<file path="src/rtl/max11046_read_ctrl_pkg.sv">
// Shared definitions for the MAX11046 read controller: FSM encodings,
// default word width and small elaboration-time helpers.
package max11046_read_ctrl_pkg;

  localparam int DW_DEF = 16;

  localparam logic [2:0] ST_IDLE     = 3'd0;
  localparam logic [2:0] ST_CONV     = 3'd1;
  localparam logic [2:0] ST_WAIT_EOC = 3'd2;
  localparam logic [2:0] ST_RD_LOW   = 3'd3;
  localparam logic [2:0] ST_LOAD     = 3'd4;
  localparam logic [2:0] ST_SHIFT    = 3'd5;

  // EOC_n is active-low, so the synchronizer idles at the inactive level.
  localparam logic EOC_IDLE_LVL = 1'b1;

  function automatic int max_of3(input int a, input int b, input int c);
    int m;
    m = (a > b) ? a : b;
    return (m > c) ? m : c;
  endfunction

  function automatic int clog2_min1(input int x);
    return ($clog2(x) < 1) ? 1 : $clog2(x);
  endfunction

endpackage

</file>
<file path="src/rtl/max11046_eoc_sync.sv">
// Two-flop synchronizer for the asynchronous EOC_n input plus a one-cycle
// pulse on each synchronized high-to-low transition.
module max11046_eoc_sync
  import max11046_read_ctrl_pkg::*;
(
  input  logic i_clk,
  input  logic i_rst_n,
  input  logic i_eoc_n,
  output logic o_eoc_fall
);

  logic r_meta;
  logic r_sync;
  logic r_prev;

  always_ff @(posedge i_clk or negedge i_rst_n) begin
    if (!i_rst_n) begin
      r_meta <= EOC_IDLE_LVL;
      r_sync <= EOC_IDLE_LVL;
      r_prev <= EOC_IDLE_LVL;
    end else begin
      r_meta <= i_eoc_n;
      r_sync <= r_meta;
      r_prev <= r_sync;
    end
  end

  // A level that was already low never produces a pulse; it must rise first.
  assign o_eoc_fall = r_prev & ~r_sync;

endmodule

</file>
<file path="src/rtl/max11046_read_ctrl.sv">
// MAX11046 frame controller: CONVST pulse, wait for EOC, then a CS/RD burst
// read feeding each word to the downstream shift-out serializer.
module max11046_read_ctrl
  import max11046_read_ctrl_pkg::*;
#(
  parameter int DW             = DW_DEF,
  parameter int NUM_CH         = 8,
  parameter int CONVST_LOW_CYC = 4,
  parameter int RD_LOW_CYC     = 3,
  parameter int EOC_TIMEOUT    = 1000
) (
  input  logic          i_clk,
  input  logic          i_rst_n,
  input  logic          i_start,
  input  logic          i_eoc_n,
  input  logic [DW-1:0] i_db,
  output logic          o_convst_n,
  output logic          o_cs_n,
  output logic          o_rd_n,
  output logic [DW-1:0] o_dout,
  output logic          o_endof_con,
  output logic [2:0]    o_ch,
  output logic          o_busy,
  output logic          o_done,
  output logic          o_timeout
);

  localparam int PH_MAX = max_of3(CONVST_LOW_CYC, RD_LOW_CYC, DW);
  localparam int PH_W   = clog2_min1(PH_MAX);
  localparam int TO_W   = clog2_min1(EOC_TIMEOUT + 1);

  localparam logic [PH_W-1:0] CONV_LAST  = PH_W'(CONVST_LOW_CYC - 1);
  localparam logic [PH_W-1:0] RD_LAST    = PH_W'(RD_LOW_CYC - 1);
  localparam logic [PH_W-1:0] SHIFT_LAST = PH_W'(DW - 1);
  localparam logic [2:0]      CH_LAST    = 3'(NUM_CH - 1);
  localparam logic [TO_W-1:0] TO_LIMIT   = TO_W'(EOC_TIMEOUT);

  logic [2:0]      r_state;
  logic [2:0]      w_state_next;
  logic [PH_W-1:0] r_phase;
  logic [PH_W-1:0] w_phase_next;
  logic [2:0]      r_ch;
  logic [2:0]      w_ch_next;
  logic [TO_W-1:0] r_to_cnt;
  logic [TO_W-1:0] w_to_next;

  logic            r_convst_n;
  logic            r_cs_n;
  logic            r_rd_n;
  logic            r_endof_con;
  logic            r_busy;
  logic [DW-1:0]   r_dout;

  logic            w_eoc_fall;
  logic            w_to_hit;
  logic            w_capture;
  logic            w_next_reading;

  max11046_eoc_sync u_eoc_sync (
    .i_clk      (i_clk),
    .i_rst_n    (i_rst_n),
    .i_eoc_n    (i_eoc_n),
    .o_eoc_fall (w_eoc_fall)
  );

  assign w_to_hit  = (r_to_cnt == TO_LIMIT);
  assign w_capture = (r_state == ST_RD_LOW) && (r_phase == RD_LAST);

  always_comb begin
    w_state_next = r_state;
    w_phase_next = r_phase + 1'b1;
    w_ch_next    = r_ch;
    w_to_next    = '0;
    case (r_state)
      ST_IDLE: begin
        w_phase_next = '0;
        if (i_start) begin
          w_state_next = ST_CONV;
        end
      end
      ST_CONV: begin
        if (r_phase == CONV_LAST) begin
          w_state_next = ST_WAIT_EOC;
          w_phase_next = '0;
        end
      end
      ST_WAIT_EOC: begin
        w_phase_next = '0;
        // A real edge wins over a timeout landing on the same cycle.
        if (w_eoc_fall) begin
          w_state_next = ST_RD_LOW;
        end else if (w_to_hit) begin
          w_state_next = ST_IDLE;
        end else begin
          w_to_next = r_to_cnt + 1'b1;
        end
      end
      ST_RD_LOW: begin
        if (r_phase == RD_LAST) begin
          w_state_next = ST_LOAD;
          w_phase_next = '0;
        end
      end
      ST_LOAD: begin
        w_state_next = ST_SHIFT;
        w_phase_next = '0;
      end
      ST_SHIFT: begin
        if (r_phase == SHIFT_LAST) begin
          w_phase_next = '0;
          if (r_ch == CH_LAST) begin
            w_state_next = ST_IDLE;
            w_ch_next    = '0;
          end else begin
            w_state_next = ST_RD_LOW;
            w_ch_next    = r_ch + 1'b1;
          end
        end
      end
      default: begin
        w_state_next = ST_IDLE;
        w_phase_next = '0;
        w_ch_next    = '0;
      end
    endcase
  end

  // CS_n spans the whole burst so it never toggles between words.
  assign w_next_reading = (w_state_next == ST_RD_LOW) ||
                          (w_state_next == ST_LOAD)   ||
                          (w_state_next == ST_SHIFT);

  always_ff @(posedge i_clk or negedge i_rst_n) begin
    if (!i_rst_n) begin
      r_state     <= ST_IDLE;
      r_phase     <= '0;
      r_ch        <= '0;
      r_to_cnt    <= '0;
      r_convst_n  <= 1'b1;
      r_cs_n      <= 1'b1;
      r_rd_n      <= 1'b1;
      r_endof_con <= 1'b0;
      r_busy      <= 1'b0;
      r_dout      <= '0;
    end else begin
      r_state     <= w_state_next;
      r_phase     <= w_phase_next;
      r_ch        <= w_ch_next;
      r_to_cnt    <= w_to_next;
      r_convst_n  <= (w_state_next != ST_CONV);
      r_cs_n      <= !w_next_reading;
      r_rd_n      <= (w_state_next != ST_RD_LOW);
      r_endof_con <= (w_state_next == ST_SHIFT);
      r_busy      <= (w_state_next != ST_IDLE);
      if (w_capture) begin
        r_dout <= i_db;
      end
    end
  end

  assign o_convst_n  = r_convst_n;
  assign o_cs_n      = r_cs_n;
  assign o_rd_n      = r_rd_n;
  assign o_dout      = r_dout;
  assign o_endof_con = r_endof_con;
  assign o_ch        = r_ch;
  assign o_busy      = r_busy;

  // Done marks the final shift cycle itself, one cycle ahead of IDLE.
  assign o_done    = (r_state == ST_SHIFT) && (r_phase == SHIFT_LAST) && (r_ch == CH_LAST);
  assign o_timeout = (r_state == ST_WAIT_EOC) && w_to_hit && !w_eoc_fall;

endmodule

</file>
<file path="config.mk">
export PLATFORM = sky130hd
export DESIGN_NAME = max11046_read_ctrl
export DESIGN_NICKNAME = d
export VERILOG_FILES = /design/src/rtl/max11046_read_ctrl_pkg.sv /design/src/rtl/max11046_eoc_sync.sv /design/src/rtl/max11046_read_ctrl.sv
export SDC_FILE = /design/constraint.sdc
export NUM_CORES = 1
export LEC_CHECK = 0
export BUFFER_PORTS_ARGS = -buffer_cell sky130_fd_sc_hd__clkbuf_2
export CAP_MARGIN = 20
export CORE_AREA = 10 10 92 94
export CTS_BUF_LIST = sky130_fd_sc_hd__clkbuf_4 sky130_fd_sc_hd__clkbuf_8
export DETAILED_ROUTE_END_ITERATION = 10
export DIE_AREA = 0 0 102 104
export HOLD_SLACK_MARGIN = 0.1
export MAX_ROUTING_LAYER = met4
export PLACE_DENSITY = 0.54
export SLEW_MARGIN = 20
export SYNTH_ARGS = -nofsm -noshare
export SYNTH_HDL_FRONTEND = slang
export SYNTH_SLANG_ARGS = --single-unit
</file>
<file path="constraint.sdc">
create_clock -name i_clk -period 1.9 [get_ports i_clk]
set_input_delay 0.19 -clock i_clk [delete_from_list [all_inputs] [get_ports i_clk]]
set_output_delay 0.19 -clock i_clk [all_outputs]
set_load 0.02 [all_outputs]
</file>
**Word level (Yosys, flattened, before mapping)**

Cells that the tools add are included.

- Logic and storage cells: 66
- Input bits: 20
- Register bits after elaboration: 44
- Output and inout bits: 26

- Muxes and demuxes: 18
- Equality and inequality tests: 16
- Bitwise operators: 3
- Add/sub/neg operators: 3
- Reduce and logical (&&, ||, !) cells: 13

Operator list:

| kind | number |
|---|---|
| 10-bit two-way mux | 3 |
| 3-bit two-way mux | 8 |
| 3-bit one-hot mux with 6 select lines | 1 |
| 3-bit equality test (second input constant) | 5 |
| 4-bit two-way mux | 3 |
| 4-bit one-hot mux with 3 select lines | 1 |
| 10-bit by 1-bit adder with 10-bit output (second input constant) | 1 |
| 10-bit equality test (second input constant) | 1 |
| 3-bit by 2-bit equality test with 1-bit output (second input constant) | 3 |
| 4-bit by 2-bit equality test with 1-bit output (second input constant) | 2 |
| 3-bit one-hot mux with 2 select lines | 1 |
| 1-bit logical AND | 5 |
| 5-bit OR reduction | 1 |
| 4-bit by 1-bit adder with 4-bit output (second input constant) | 1 |
| 4-bit equality test (second input constant) | 1 |
| 3-bit by 1-bit adder with 3-bit output (second input constant) | 1 |
| 3-bit by 1-bit equality test with 1-bit output (second input constant) | 1 |
| 3-bit zero test | 1 |
| 3-bit by 1-bit != test with 1-bit output (second input constant) | 1 |
| 3-bit by 2-bit != test with 1-bit output (second input constant) | 1 |
| 3-bit nonzero test | 1 |
| 1-bit zero test | 2 |
| 1-bit logical OR | 2 |
| 2-bit two-way mux | 1 |
| 4 further kinds | 5 |

**Logic depth before layout (Yosys ltp)**

- Word-level depth: 8
- Gate-level depth with buffers: 7
- Depth with buffers taken out: 6

**Hierarchy**

From an unflattened synthesis, not the netlist that was laid out.

- Cells, all modules: 162
- Area total of the unflattened synthesis: 1934.4 µm²

Modules (own cells, without submodules):

| module | seq. area each (µm²) | cells each | times used | area each (µm²) |
|---|---|---|---|---|
| max11046_read_ctrl | 1029.7 | 158 | 1 | 1841.8 |
| max11046_eoc_sync | 78.8 | 4 | 1 | 92.6 |

**Worst setup path before layout**

Ideal clock, no wire load.

- Path type: register to register
- From: register r_ch[0] (netlist: o_ch[0])
- To: register r_busy (netlist: o_busy)
- Path slack: -154 ps
- Buffers on the path: 0
- Required time: 1769 ps
- Period minus slack after synthesis: 2054 ps
- Stages on the path, launching flop included: 7
- Data arrival time: 1922 ps
- Path through: dfrtp_1 > ha_1 > ha_1 > nand4_1 > and3_4 > or4_4 > or3_1

- Cells in the longest elaborated chain, start to end: 5

Ends and longest elaborated chain:

| item | RTL line | source |
|---|---|---|
| from (decl) | max11046_read_ctrl.sv:42 | `logic [2:0] r_ch;` |
| from (signal assigned) | max11046_read_ctrl.sv:148 | `r_ch <= w_ch_next;` |
| 3-bit equality test | max11046_read_ctrl.sv:111 | `if (r_ch == CH_LAST) begin` |
| 2-bit two-way mux | max11046_read_ctrl.sv:111 |  |
| 3-bit two-way mux | max11046_read_ctrl.sv:109 | `if (r_phase == SHIFT_LAST) begin` |
| 3-bit one-hot mux with 6 select lines | max11046_read_ctrl.sv:74 | `case (r_state)` |
| net w_state_next[0] | max11046_read_ctrl.sv:39 | `logic [2:0] w_state_next;` |
| 3-bit nonzero test | max11046_read_ctrl.sv:154 | `r_busy <= (w_state_next != ST_IDLE);` |
| to (signal assigned) | max11046_read_ctrl.sv:154 |  |
| to (decl) | max11046_read_ctrl.sv:51 | `logic r_busy;` |

The timed path passes the listed nets, and every way through them passes these cells.
A chain may end at the register's enable or synchronous reset.

**Worst setup path after layout**

- From: register r_phase[0]
- To: register r_busy (netlist: o_busy)

- Cells in the longest elaborated chain, start to end: 4
- Elaborated cells on any way between the ends: 8
- Classes of those cells: eq/ne (3); mux (4); reduce/logical (1)

Ends and longest elaborated chain:

| item | RTL line | source |
|---|---|---|
| from (decl) | max11046_read_ctrl.sv:40 | `logic [PH_W-1:0] r_phase;` |
| from (signal assigned) | max11046_read_ctrl.sv:147 | `r_phase <= w_phase_next;` |
| 4-bit equality test (tied with other cells) | max11046_read_ctrl.sv:109 |  |
| 3-bit two-way mux, on equally long branches | max11046_read_ctrl.sv:109, max11046_read_ctrl.sv:82, max11046_read_ctrl.sv:99 |  |
| 3-bit one-hot mux with 6 select lines (*) | max11046_read_ctrl.sv:74 |  |
| net w_state_next[0] | max11046_read_ctrl.sv:39 |  |
| 3-bit nonzero test (*) | max11046_read_ctrl.sv:154 |  |

The timed path passes the listed nets; every way through them passes the cells marked *.

==> flow_metrics.tcl <==
set metrics [dict create \
    status "finished with violations" \
    violations "negative setup slack" \
    ant_nets 0 \
    final_common_cell "clkbuf_2" \
    synth_ff_type "dfrtp_1" \
    grt_pass1_wl_um 7507 \
    drive_above_1_share_pct 50.41 \
    crit_family "simple AND/OR/NAND/NOR gates" \
    ys_seq_elements 44 \
    endpoint_kind "register" \
    intPower_mw 2.241 \
    seqPwrFrac_pct 40.1 \
    yosysWarnings 0 \
    antenna_found_initial 0 \
    synth_area_mm2 0.001959 \
    drt-wirelength-per-cell_um 13.28 \
    drt-total-wl_um 4302 \
    numCtsBuffers 5 \
    yosys.area.top_type "dfrtp_1" \
    seq_area_mm2 0.001111 \
    finalNetCount 269 \
    initialDrtViolationCount 45 \
    areaGrowthSynthToFinish_pct 37.36 \
    met2_usage_pct 14.25 \
    routed_via_density 4.469 \
    max_slew_margin_pct 76.82 \
    drc 0 \
    layout_common_cells "clkbuf_2, dfrtp_1, buf_4" \
    finalSetupTns_ns -0.2730 \
    synth-seq-area-share_pct 56.58 \
    num_rows 30 \
    critical-path-max-stage-delay_ns 0.50 \
    path_cells "ha_4, or3b_4, nor2b_4, or4_4, or3_1" \
    r2r_start "r_phase[0]" \
    synthDominantCellAreaShare_pct 48.53 \
    vias 1448 \
    clockRootBuffer "clkbuf_8" \
    worstSetupPathType "reg -> reg" \
    grt_max_degree 45 \
    synth_cell_types 40 \
    grt_util_met3_pct 3.322 \
    leakage_nw 1.269 \
    rsz0062_at_grt "true" \
    crit_fanout 3 \
    switching_power_mw 1.265 \
    syn_area_per_cell_um2 12.02 \
    hold_violations 0 \
    comb_power_share_pct 42.4 \
    hp-start "i_db[5]" \
    cp-startpoint "r_phase[0]" \
    dp_hpwl_um 3244 \
    grt_pass1_vias 1607 \
    whs_ns 0.1212 \
    fillers 661 \
    start_kind "register" \
    tightestPinTransition_ns 0.3446 \
    required_ns 2.09 \
    critPathBufInv 0 \
    dieArea_mm2 0.01061 \
    slew_viol_final 0 \
    die_w_um 102 \
    maxCapViolCount 0 \
    initial_core_util_pct 29.33 \
    htree_levels 2 \
    fin_crit_sh_pct 105.4 \
    die_y_um 104 \
    hp-class "in -> reg" \
    synth-edff-count 0 \
    cp.arrival_ns 2.19 \
    ios 46 \
    cellPowerDensity_mw_per_mm2 1302 \
    core_mm2 0.006681 \
    cts_sinks 44 \
    path_clk_slew_ns 0.09 \
    final.min_clock_period_ns 2.003 \
    cts_tree "done" \
    io_buffer_count 45 \
    drt_first_pass_iters 4 \
    busiest_layer "met2" \
    multi_input_area_um2 839.6 \
    sw_frac_of_total_pct 36.07 \
    max_freq_mhz 499.3 \
    clock_path_buffers 2 \
    syn-num-nets 189 \
    synthTopCellsByArea "dfrtp_1, mux2_2, dfstp_2" \
    setup_viol 4 \
    diodes 0 \
    clkPwrFrac_pct 17.5 \
    fin_ws_ns -0.1030 \
    track_usage_pct 8.887 \
    ir_drop_v 0.0005297 \
    use_met1_pct 10.21 \
    grt-ovfl-total 0 \
    fin_skew_ns 0.01171 \
    gp_congestion 0.7598 \
    slowest_stage "or4_4" \
    clk_latency_ns 0.30 \
    synth_cells 163 \
    synthArstFlopShare_pct 100.0 \
]
==> final timing paths <==
path                                     endpoint  slack, ns  cells past startpoint
worst min-delay path                    o_dout[5]       0.12                      2
worst max register to register             o_busy      -0.10                      5
worst min register to register  u_eoc_sync.r_sync       0.36                      0
max in group asynchronous       u_eoc_sync.r_sync       1.23                      3
min in group asynchronous                 o_ch[2]       0.38                      3
worst max-delay path                       o_busy      -0.10                      5
==> cells by family after synthesis <==
| logic type | synth area share, % |
|---|---|
| simple gates | 17.63 |
| flops | 56.58 |
| mux | 9.195 |
| compound gates | 5.428 |
| buf+inv | 2.873 |
| xor+xnor | 4.470 |
| fa+ha+maj | 3.831 |
==> area by class of cell <==
| type | instances | share of cell area, % |
|---|---|---|
| timing repair buffer | 79 | 19.53 |
| multi-input combinational | 107 | 31.19 |
| inverter | 6 | 0.8368 |
| clock buffer | 6 | 3.068 |
| sequential | 44 | 41.28 |
| tap | 80 | 3.719 |
| clock inverter | 2 | 0.3719 |
==> worst register-to-register path, cell delays in order, from the launching register on <==
cell	delay [ns]
dfrtp_1	0.42
ha_4	0.15
or3b_4	0.37
nor2b_4	0.14
or4_4	0.50
or3_1	0.32
==> flip-flops by register name, summed over array words and instances, names as in the netlist, 3 cells and up <==
name      count
r_to_cnt     10
o_dout       16
r_phase       4
o_ch          3
r_state       3
==> power groups by stage <==
stage	clock network (mW)	registers, mW	logic (mW)
floorplan	0	1.62	0.609
global placement	0	1.42	1.36
detailed placement	0	1.43	1.37
CTS	0.643	1.41	1.42
global route	0.679	1.45	1.63
finish	0.613	1.41	1.49
==> synthesized netlist by cell type, types with 2 or more instances <==
library cell	number
a21oi_1	2
a22oi_1	3
buf_2	3
clkbuf_1	2
dfrtp_1	38
dfstp_2	6
ha_1	6
inv_1	6
mux2_2	16
nand2_1	7
nand3_1	5
nand4_1	3
nor2_1	18
nor3_1	6
nor3b_1	4
nor4_1	2
o2bb2ai_1	3
or3_1	2
or3b_2	2
xnor2_1	6
xor2_1	4
==> per-stage QoR <==
| step | utilization (%) | total power [mW] | std cells | worst slack, ns | cell area (µm²) |
|---|---|---|---|---|---|
| after global routing | 40.28 | 3.758 | 324 | -0.1529 | 2691 |
| after floorplan | - | 2.233 | 163 | -0.09759 | 1974 |
| after CTS | 39.76 | 3.470 | 322 | -0.07998 | 2656 |
| final | 40.28 | 3.505 | 324 | -0.1030 | 2691 |
| after detailed placement | 37.32 | 2.797 | 309 | -0.1333 | 2494 |
| after global placement | 37.32 | 2.780 | 309 | -0.08681 | 2494 |
==> layer usage <==
| layer | vias up | wire length (µm) |
|---|---|---|
| met2 | 32 | 2035 |
| met1 | 677 | 1981 |
| met4 | 0 | 44 |
| met3 | 6 | 241 |
| met5 | - | 0 |
| li1 | 733 | - |
==> what timing repair did <==
item                                   4_1_cts  5_1_grt
buffers inserted                             2        2
gates resized for setup                      6        4
pin swaps                                    0        1
endpoints found under the hold margin       40        0
setup endpoints to repair                   11       17
hold buffers                                 3        0
Power figures use the tool's default switching activity.
